<file path="src/rtl/seg7_scan_mux.sv">
// seg7_scan_mux
// Four-digit, time-multiplexed seven-segment driver for a common-anode display.
// A prescaler divides clk into digit slots of CLK_DIV cycles. A 2-bit index
// walks the digits 0->1->2->3->0. The first BLANK_CYCLES cycles of each slot
// keep every anode off to suppress ghosting.
// The displayed value and decimal points come from shadow registers. These
// reload only at frame boundaries, so a frame never mixes two input values.
// While the driver is disabled the shadows follow the inputs every cycle.
//
// Optional build macro:
//   SEG7_LZ_BLANK_EN  - leading-zero blanking. Digits 3..1 stay dark when they
//                       and every more-significant digit are zero. Digit 0 is
//                       always shown.
//
// All pin outputs are registered. Pins show the slot and guard state of the
// previous cycle, so each slot appears on the pins one cycle after the
// prescaler enters it. The slot length is unchanged.

module seg7_scan_mux #(
    parameter int unsigned CLK_DIV      = 100000,
    parameter int unsigned BLANK_CYCLES = 16
) (
    input  logic        clk,
    input  logic        reset,
    input  logic        enable,
    input  logic [15:0] value,
    input  logic [3:0]  dp_in,
    output logic [3:0]  an,
    output logic [6:0]  seg,
    output logic        dp,
    output logic        frame_done
);

    localparam int unsigned PW = (CLK_DIV > 2) ? $clog2(CLK_DIV) : 1;
    localparam int unsigned GW = (BLANK_CYCLES > 0) ? $clog2(BLANK_CYCLES + 1) : 1;

    localparam logic [PW-1:0] PRESCALE_LAST = PW'(CLK_DIV - 1);
    localparam logic [GW-1:0] GUARD_LEN     = GW'(BLANK_CYCLES);

    logic [PW-1:0] prescaler;
    logic [GW-1:0] guardCnt;
    logic [1:0]    idx;
    logic [15:0]   shadowValue;
    logic [3:0]    shadowDp;

    logic          slotEnd;
    logic          tick;
    logic          frameTick;
    logic          inGuard;
    logic          suppress;
    logic          drive;
    logic [3:0]    currentDigit;

    logic [3:0]    anNext;
    logic [6:0]    segNext;
    logic          dpNext;

    // Hex digit to active-low segment pattern, bit order {g,f,e,d,c,b,a}.
    function automatic logic [6:0] decodeHex(input logic [3:0] digit);
        logic [6:0] pattern;
        case (digit)
            4'h0:    pattern = 7'b1000000;
            4'h1:    pattern = 7'b1111001;
            4'h2:    pattern = 7'b0100100;
            4'h3:    pattern = 7'b0110000;
            4'h4:    pattern = 7'b0011001;
            4'h5:    pattern = 7'b0010010;
            4'h6:    pattern = 7'b0000010;
            4'h7:    pattern = 7'b1111000;
            4'h8:    pattern = 7'b0000000;
            4'h9:    pattern = 7'b0010000;
            4'hA:    pattern = 7'b0001000;
            4'hB:    pattern = 7'b0000011;
            4'hC:    pattern = 7'b1000110;
            4'hD:    pattern = 7'b0100001;
            4'hE:    pattern = 7'b0000110;
            default: pattern = 7'b0001110;
        endcase
        return pattern;
    endfunction

    // Slot timing strobes: a tick ends a slot, and a tick on digit 3 ends the frame.
    always_comb begin
        slotEnd   = (prescaler == PRESCALE_LAST);
        tick      = slotEnd && enable;
        frameTick = tick && (idx == 2'd3);
        inGuard   = (guardCnt < GUARD_LEN);
    end

    // Slot prescaler: counts cycles within a slot and parks at zero while disabled.
    always_ff @(posedge clk or posedge reset) begin
        if (reset) begin
            prescaler <= '0;
        end else if (!enable || slotEnd) begin
            prescaler <= '0;
        end else begin
            prescaler <= prescaler + PW'(1);
        end
    end

    // Guard counter: counts the blanked cycles at the start of a slot and saturates at the guard length.
    always_ff @(posedge clk or posedge reset) begin
        if (reset) begin
            guardCnt <= '0;
        end else if (!enable || tick) begin
            guardCnt <= '0;
        end else if (inGuard) begin
            guardCnt <= guardCnt + GW'(1);
        end
    end

    // Digit index: steps to the next digit on each tick and restarts at digit 0 while disabled.
    always_ff @(posedge clk or posedge reset) begin
        if (reset) begin
            idx <= 2'd0;
        end else if (!enable) begin
            idx <= 2'd0;
        end else if (tick) begin
            idx <= idx + 2'd1;
        end
    end

    // Shadow registers: reload at each frame boundary, and every cycle while disabled.
    always_ff @(posedge clk or posedge reset) begin
        if (reset) begin
            shadowValue <= 16'h0000;
            shadowDp    <= 4'h0;
        end else if (!enable || frameTick) begin
            shadowValue <= value;
            shadowDp    <= dp_in;
        end
    end

    // Pick the shadow digit for the current slot.
    always_comb begin
        currentDigit = 4'h0;
        case (idx)
            2'd0:    currentDigit = shadowValue[3:0];
            2'd1:    currentDigit = shadowValue[7:4];
            2'd2:    currentDigit = shadowValue[11:8];
            default: currentDigit = shadowValue[15:12];
        endcase
    end

`ifdef SEG7_LZ_BLANK_EN
    // Leading-zero suppression: a digit stays dark when it and all more-significant digits are zero.
    always_comb begin
        suppress = 1'b0;
        case (idx)
            2'd3:    suppress = (shadowValue[15:12] == 4'h0);
            2'd2:    suppress = (shadowValue[15:8] == 8'h00);
            2'd1:    suppress = (shadowValue[15:4] == 12'h000);
            default: suppress = 1'b0;
        endcase
    end
`else
    assign suppress = 1'b0;
`endif

    // Next pin values: dark unless scanning, past the guard and not suppressed.
    always_comb begin
        drive   = enable && !inGuard && !suppress;
        anNext  = 4'b1111;
        segNext = 7'h7F;
        dpNext  = 1'b1;
        if (drive) begin
            anNext  = ~(4'b0001 << idx);
            segNext = decodeHex(currentDigit);
            dpNext  = ~shadowDp[idx];
        end
    end

    // Output registers: reset forces the pins dark at once, independent of the clock.
    always_ff @(posedge clk or posedge reset) begin
        if (reset) begin
            an         <= 4'b1111;
            seg        <= 7'h7F;
            dp         <= 1'b1;
            frame_done <= 1'b0;
        end else begin
            an         <= anNext;
            seg        <= segNext;
            dp         <= dpNext;
            frame_done <= frameTick;
        end
    end

endmodule

</file>
<file path="config.mk">
export PLATFORM = sky130hd
export DESIGN_NAME = seg7_scan_mux
export DESIGN_NICKNAME = d
export VERILOG_FILES = /design/src/rtl/seg7_scan_mux.sv
export SDC_FILE = /design/constraint.sdc
export NUM_CORES = 1
export LEC_CHECK = 0
export CAP_MARGIN = 20
export CORE_UTILIZATION = 39
export CTS_CLUSTER_DIAMETER = 40
export DETAILED_ROUTE_END_ITERATION = 16
export HOLD_SLACK_MARGIN = 0.1
export PLACE_DENSITY = 0.71
export SLEW_MARGIN = 25
export SYNTH_ARGS = -nofsm -noshare
export SYNTH_HDL_FRONTEND = slang
export SYNTH_SLANG_ARGS = --single-unit
export TNS_END_PERCENT = 5
</file>
<file path="constraint.sdc">
create_clock -name clk -period 3.2 [get_ports clk]
set_input_delay 0.96 -clock clk [delete_from_list [all_inputs] [get_ports clk]]
set_output_delay 0.96 -clock clk [all_outputs]
set_load 0.05 [all_outputs]
</file>
; ---- After elaboration in Yosys (flattened, before gate mapping)
; Memories as Yosys holds them, arrays and structs flattened.
; Index checks and enable logic that the tools add are counted.
[totals]
register_bits = 57
rom_bits = 112
input_bits = 23
output_inout_bits = 13
mem_count = 1
[op_classes]
addsub = 3
order_cmp = 2
eq_ne = 5
n_shift = 1
n_mux = 11
n_bitwise = 2
n_reduce_logical = 10
[mem_list]
columns = name, words, word_bits, read_ports, rd_ports_with_merged_regs, wr, line_no
row1 = (name not given), 16, 7, 1, 0, 0, 61  ; case (digit)
[op_table]
columns = op, count
row1 = "17-bit by 1-bit adder with 17-bit output, second input constant", 1
row2 = "17-bit equality test, second input constant", 1
row3 = 17-bit two-way mux, 1
row4 = 4-bit case mux with 3 select lines, 1
row5 = 5-bit two-way mux, 2
row6 = 7-bit two-way mux, 1
row7 = "5-bit by 1-bit adder with 5-bit output, second input constant", 1
row8 = "5-bit less-than comparator, second input constant", 1
row9 = "2-bit equality test, second input constant", 2
row10 = 2-bit two-way mux, 2
row11 = 4-bit two-way mux, 1
row12 = 4-bit inverter, 1
row13 = "1-bit by 2-bit << shifter with 4-bit output, first input constant", 1
row14 = 1-bit logical AND, 3
row15 = 1-bit logical OR, 3
row16 = "2-bit by 3-bit less-than comparator with 1-bit output, second input constant", 1
row17 = "2-bit by 1-bit adder with 2-bit output, second input constant", 1
row18 = 1-bit binary-select mux with 2-bit select, 1
row19 = "2-bit by 1-bit equality test with 1-bit output, second input constant", 1
row20 = 1-bit logical NOT, 2
row21 = 2-bit logical NOT, 1
row22 = 1-bit two-way mux, 2
row23 = "2-bit by 1-bit != test with 1-bit output, second input constant", 1
row24 = 2-bit nonzero test, 1
row25 = 1-bit inverter, 1

; ---- Logic depth before layout (Yosys ltp)
[depth]
word_depth = 4
mapped_depth = 11
ltp_nobuf = 11

; ---- Least setup slack after synthesis
; OpenSTA, ideal clock, no wires.
[synth_path]
path_kind = register -> register
start = reg idx[0]
end = reg seg[3]
setup_ps = 95
t_arrival_ps = 1992
t_required_ps = 3105
setup_slack_ps = 1113
path_stages_with_launch = 10
path_buffers = 0
period_less_slack_ps = 2087
cell_sequence = dfrtp_1 > inv_1 > ha_1 > a222oi_1 > a21oi_1 > inv_1 > ha_1 > nor2_1 > a2111oi_0 > a31oi_1
[synth_via]
elab_chain_cells = 4
word_cells_on_any_way = 6
cone_classes = eq/ne (2) / mux (2) / reduce/logical (1) / memory (1)
[synth_lines]
columns = item, line_no
row1 = start: declaration, 42  ; logic [1:0] idx;
row2 = start signal: assignment, 119  ; idx <= idx + 2'd1;
row3 = 2-bit equality test (tied with other cells), 137  ; case (idx)
row4 = 4-bit case mux with 3 select lines *, 137
row5 = memory read 16 x 7 bit *, -
row6 = 7-bit two-way mux *, 166  ; if (drive) begin
row7 = named net segNext[3], 55  ; logic [6:0] segNext;
row8 = end signal: assignment, 182  ; seg <= segNext;
row9 = end: declaration, 29  ; output logic [6:0] seg,
; Mark *: on every way through the listed nets, which the timed path passes. The rest lies on a longest branch.
; A chain may end at the register's enable or synchronous reset.

; ---- Worst setup path in the final report
[layout_path]
start = reg dp
end = out dp
[layout_lines]
columns = item, line_no
row1 = start: declaration, 30  ; output logic dp,
row2 = start signal: assignment, 183  ; dp <= dpNext;
; No word-level cell between the ends.

==> results.txt <==
Commonest non-fill, non-tap cell in the layout -> dfrtp_1
Synth Flop Type -> dfrtp_1
Fraction of layout cells with a size suffix above 1 -> 0.189
Post-layout min period -> 2.60 ns
Rel. slew slack -> 0.348
Placeable core region -> 0.00653 sq mm
Mean Syn Cell Area -> 11.4 sq um
# Post-CTS Setup Buffers -> 0
Async set-or-reset flop fraction in the synthesized netlist -> 1.00
Clock tree from TritonCTS -> yes
CP Capture Type -> primary output
Mean number of vias per cell -> 5.04
Arrival time of data at the critical path endpoint -> 1.64 ns
Num rows -> 29
Final critical-path share of the clock period -> 0.813
Depth of the CTS H-tree -> 3
Number of buffers and inverters on the critical path -> 1
Count of input and output buffers -> 35
Initial standard-cell utilization of the core -> 0.414
Number of DRC violations after detailed routing -> 0
Tightest Hold Check Type -> register to register
Count of maximum capacitance violations -> 0
DR vias -> 1,804
Wire length per cell -> 13.6 um
Largest voltage drop on the vdd net -> 233 uV
Number of buffers on the longest clock path -> 2
Gp weighted congestion -> 0.729
Antenna viol nets, final -> 0
Post-synth net total -> 273
Number of search-and-repair iterations in the first detailed-routing pass -> 5
Clock buffer count from CTS -> 9
Number of gates given a new drive strength after cts -> 0
Initial drt markers -> 79
Area delta synth->final -> 22.6%
Die extent in x -> 85.2 um
# clock sinks -> 57
Largest net degree at the start of global routing -> 58
Number of different library cells in the post-synthesis netlist -> 37
Number of flops mapped to enable cells by yosys -> 0
Run status -> finished clean
IO Count -> 36
Via count of the first global-routing pass -> 1,799
Floorplan die area -> 0.00726 sq mm
Clock tree skew after final layout -> 0.00583 ns
Synth Instances -> 237
Setup repair after global routing missed its margin -> no
Final setup margin -> 0.597 ns
CP max stage cell -> clkdlybuf4s50_1
Post-CTS Hold Buffers -> 0
Total standard cell area after synthesis -> 0.00270 sq mm
Critical path fanouts, max -> 1
PD cells -> 493 mW/mm^2
Register clock-pin slew on the reported worst setup and hold paths -> 0.06 ns
Most frequent cells in the layout -> dfrtp_1, clkdlybuf4s50_1, nor2_1
Routed Wire Length -> 4870 um
Category of the critical setup timing path -> register to primary output
Vertical die dimension -> 85.2 um
Fill cell count -> 589
Delay-heaviest family, CP -> buffers and inverters
Pleak -> 1.42 nW
Antenna violations before repair -> 0
Achievable clock frequency -> 384 MHz
Final-layout setup total negative slack -> 0 ns
Required time of the worst setup path -> 2.24 ns
Global route overflow -> 0
Net total in the final layout -> 312
Antenna fix cells -> 0
Total of flip-flops plus latches after synthesis -> 57
Register area share after synthesis -> 0.534
Final HPWL DP -> 3370 um
Startpoint type of the worst setup path -> register
Overall track demand over capacity in global routing -> 0.156
Final setup viols -> 0
Clk Tree Root Cell -> clkbuf_8
Clock latency reported for the late side of the worst-skew pair -> 0.32 ns
Endpoints failing hold -> 0
Max-slew violation count -> 0
Global-route wire length before repair -> 8560 um
Post-place setup slack -> 0.585 ns
Ordered list of cells on the worst path -> clkdlybuf4s50_1
Worst path max stage delay -> 0.80 ns
Actual slew at the worst max-slew pin -> 0.978 ns
Number of warnings printed during yosys synthesis -> 0
-- metrics by stage --
stage	hold WS (ns)	utilization	cell area, sq um	instances	total power, mW
4_1_cts	0.486	0.507	3310	358	1.65
3_3_place_gp	0.479	0.476	3110	342	0.927
3_5_place_dp	0.477	0.476	3110	342	0.933
6_report	0.480	0.507	3310	358	1.63
5_1_grt	0.521	0.507	3310	358	1.71
2_1_floorplan	0.455	-	2700	237	0.882
-- synthesized netlist by cell type (2+ instances only) --
cell type / count / share of area
a21oi_1: 5 / 0.0093
a222oi_1: 4 / 0.015
a31oi_1: 4 / 0.0093
buf_2: 3 / 0.0056
buf_6: 2 / 0.0083
clkbuf_1: 3 / 0.0042
dfrtp_1: 45 / 0.42
dfstp_2: 12 / 0.12
ha_1: 13 / 0.060
inv_1: 12 / 0.017
mux2_2: 21 / 0.088
mux2i_1: 5 / 0.019
nand2_1: 19 / 0.026
nand3_1: 3 / 0.0056
nand4_1: 5 / 0.012
nor2_1: 32 / 0.044
nor2b_1: 3 / 0.0069
nor3_1: 4 / 0.0074
o21ai_0: 5 / 0.0093
o221ai_1: 2 / 0.0065
or3_1: 2 / 0.0046
xnor2_1: 8 / 0.026
xor2_1: 11 / 0.036
-- routing by layer --
metal,global-route usage,share of wire,vias up,wire length [um]
met3,0.0418,0.036,5,174
met2,0.222,0.47,54,2280
met4,0.0786,0.013,0,62
met5,0,0,-,0
li1,-,-,888,-
met1,0.219,0.48,857,2350
-- worst register-to-register path: cells and delay by family (launching register included) --
family	cells	cell delay, ns
AND/OR/NAND/NOR	3	0.82
AO/OA/AOI/OAI	1	0.82
multiplexers	1	0.43
flip-flops	1	0.40
-- cells by family (layout without fill, tap and decap cells) --
group | after synthesis | in the layout | synth area share
buf+inv | 20 | 64 | 0.0347
fa+ha+maj | 13 | 13 | 0.0602
xor+xnor | 19 | 19 | 0.0616
flops | 57 | 57 | 0.534
simple gates | 77 | 77 | 0.134
mux | 27 | 27 | 0.114
compound gates | 24 | 24 | 0.0611
-- path summary, 6_finish.rpt --
path	startpoint	endpoint	slack, ns	cells after the start
max in group asynchronous	reset	guardCnt[3]$_DFFE_PP0P_	1.60	3
setup reg to reg	prescaler[8]$_DFF_PP0_	shadowValue[10]$_DFFE_PP0P_	0.62	5
hold reg to reg	prescaler[0]$_DFF_PP0_	prescaler[0]$_DFF_PP0_	0.48	1
min in group asynchronous	reset	frame_done$_DFF_PP0_	1.15	3
hold / removal	prescaler[0]$_DFF_PP0_	prescaler[0]$_DFF_PP0_	0.48	1
setup / recovery	dp$_DFF_PP1_	dp	0.60	1
-- final cells by class --
type / count / area, sq um / area share
tap: 77 / 96.3 / 0.0291
multi-input combinational: 160 / 1170 / 0.352
sequential: 57 / 1440 / 0.435
inverter: 12 / 45.0 / 0.0136
clock inverter: 3 / 65.1 / 0.0197
timing repair buffer: 36 / 358 / 0.108
clock buffer: 13 / 139 / 0.0419
-- power breakdown --
part           internal (mW)  leakage, nW  switching, mW  total (mW)
logic                 0.0741        0.618         0.0736       0.148
clock network          0.439        0.102          0.273       0.712
registers              0.753        0.704         0.0190       0.772
total                   1.27         1.42          0.365        1.63
-- state kept, by name, indices dropped and copies added (netlist names) --
name	cells
prescaler	17
shadowValue	16
seg	7
guardCnt	5
an	4
shadowDp	4
idx	2
dp	1
frame_done	1
Note: power is estimated with default switching activity, not from simulation.
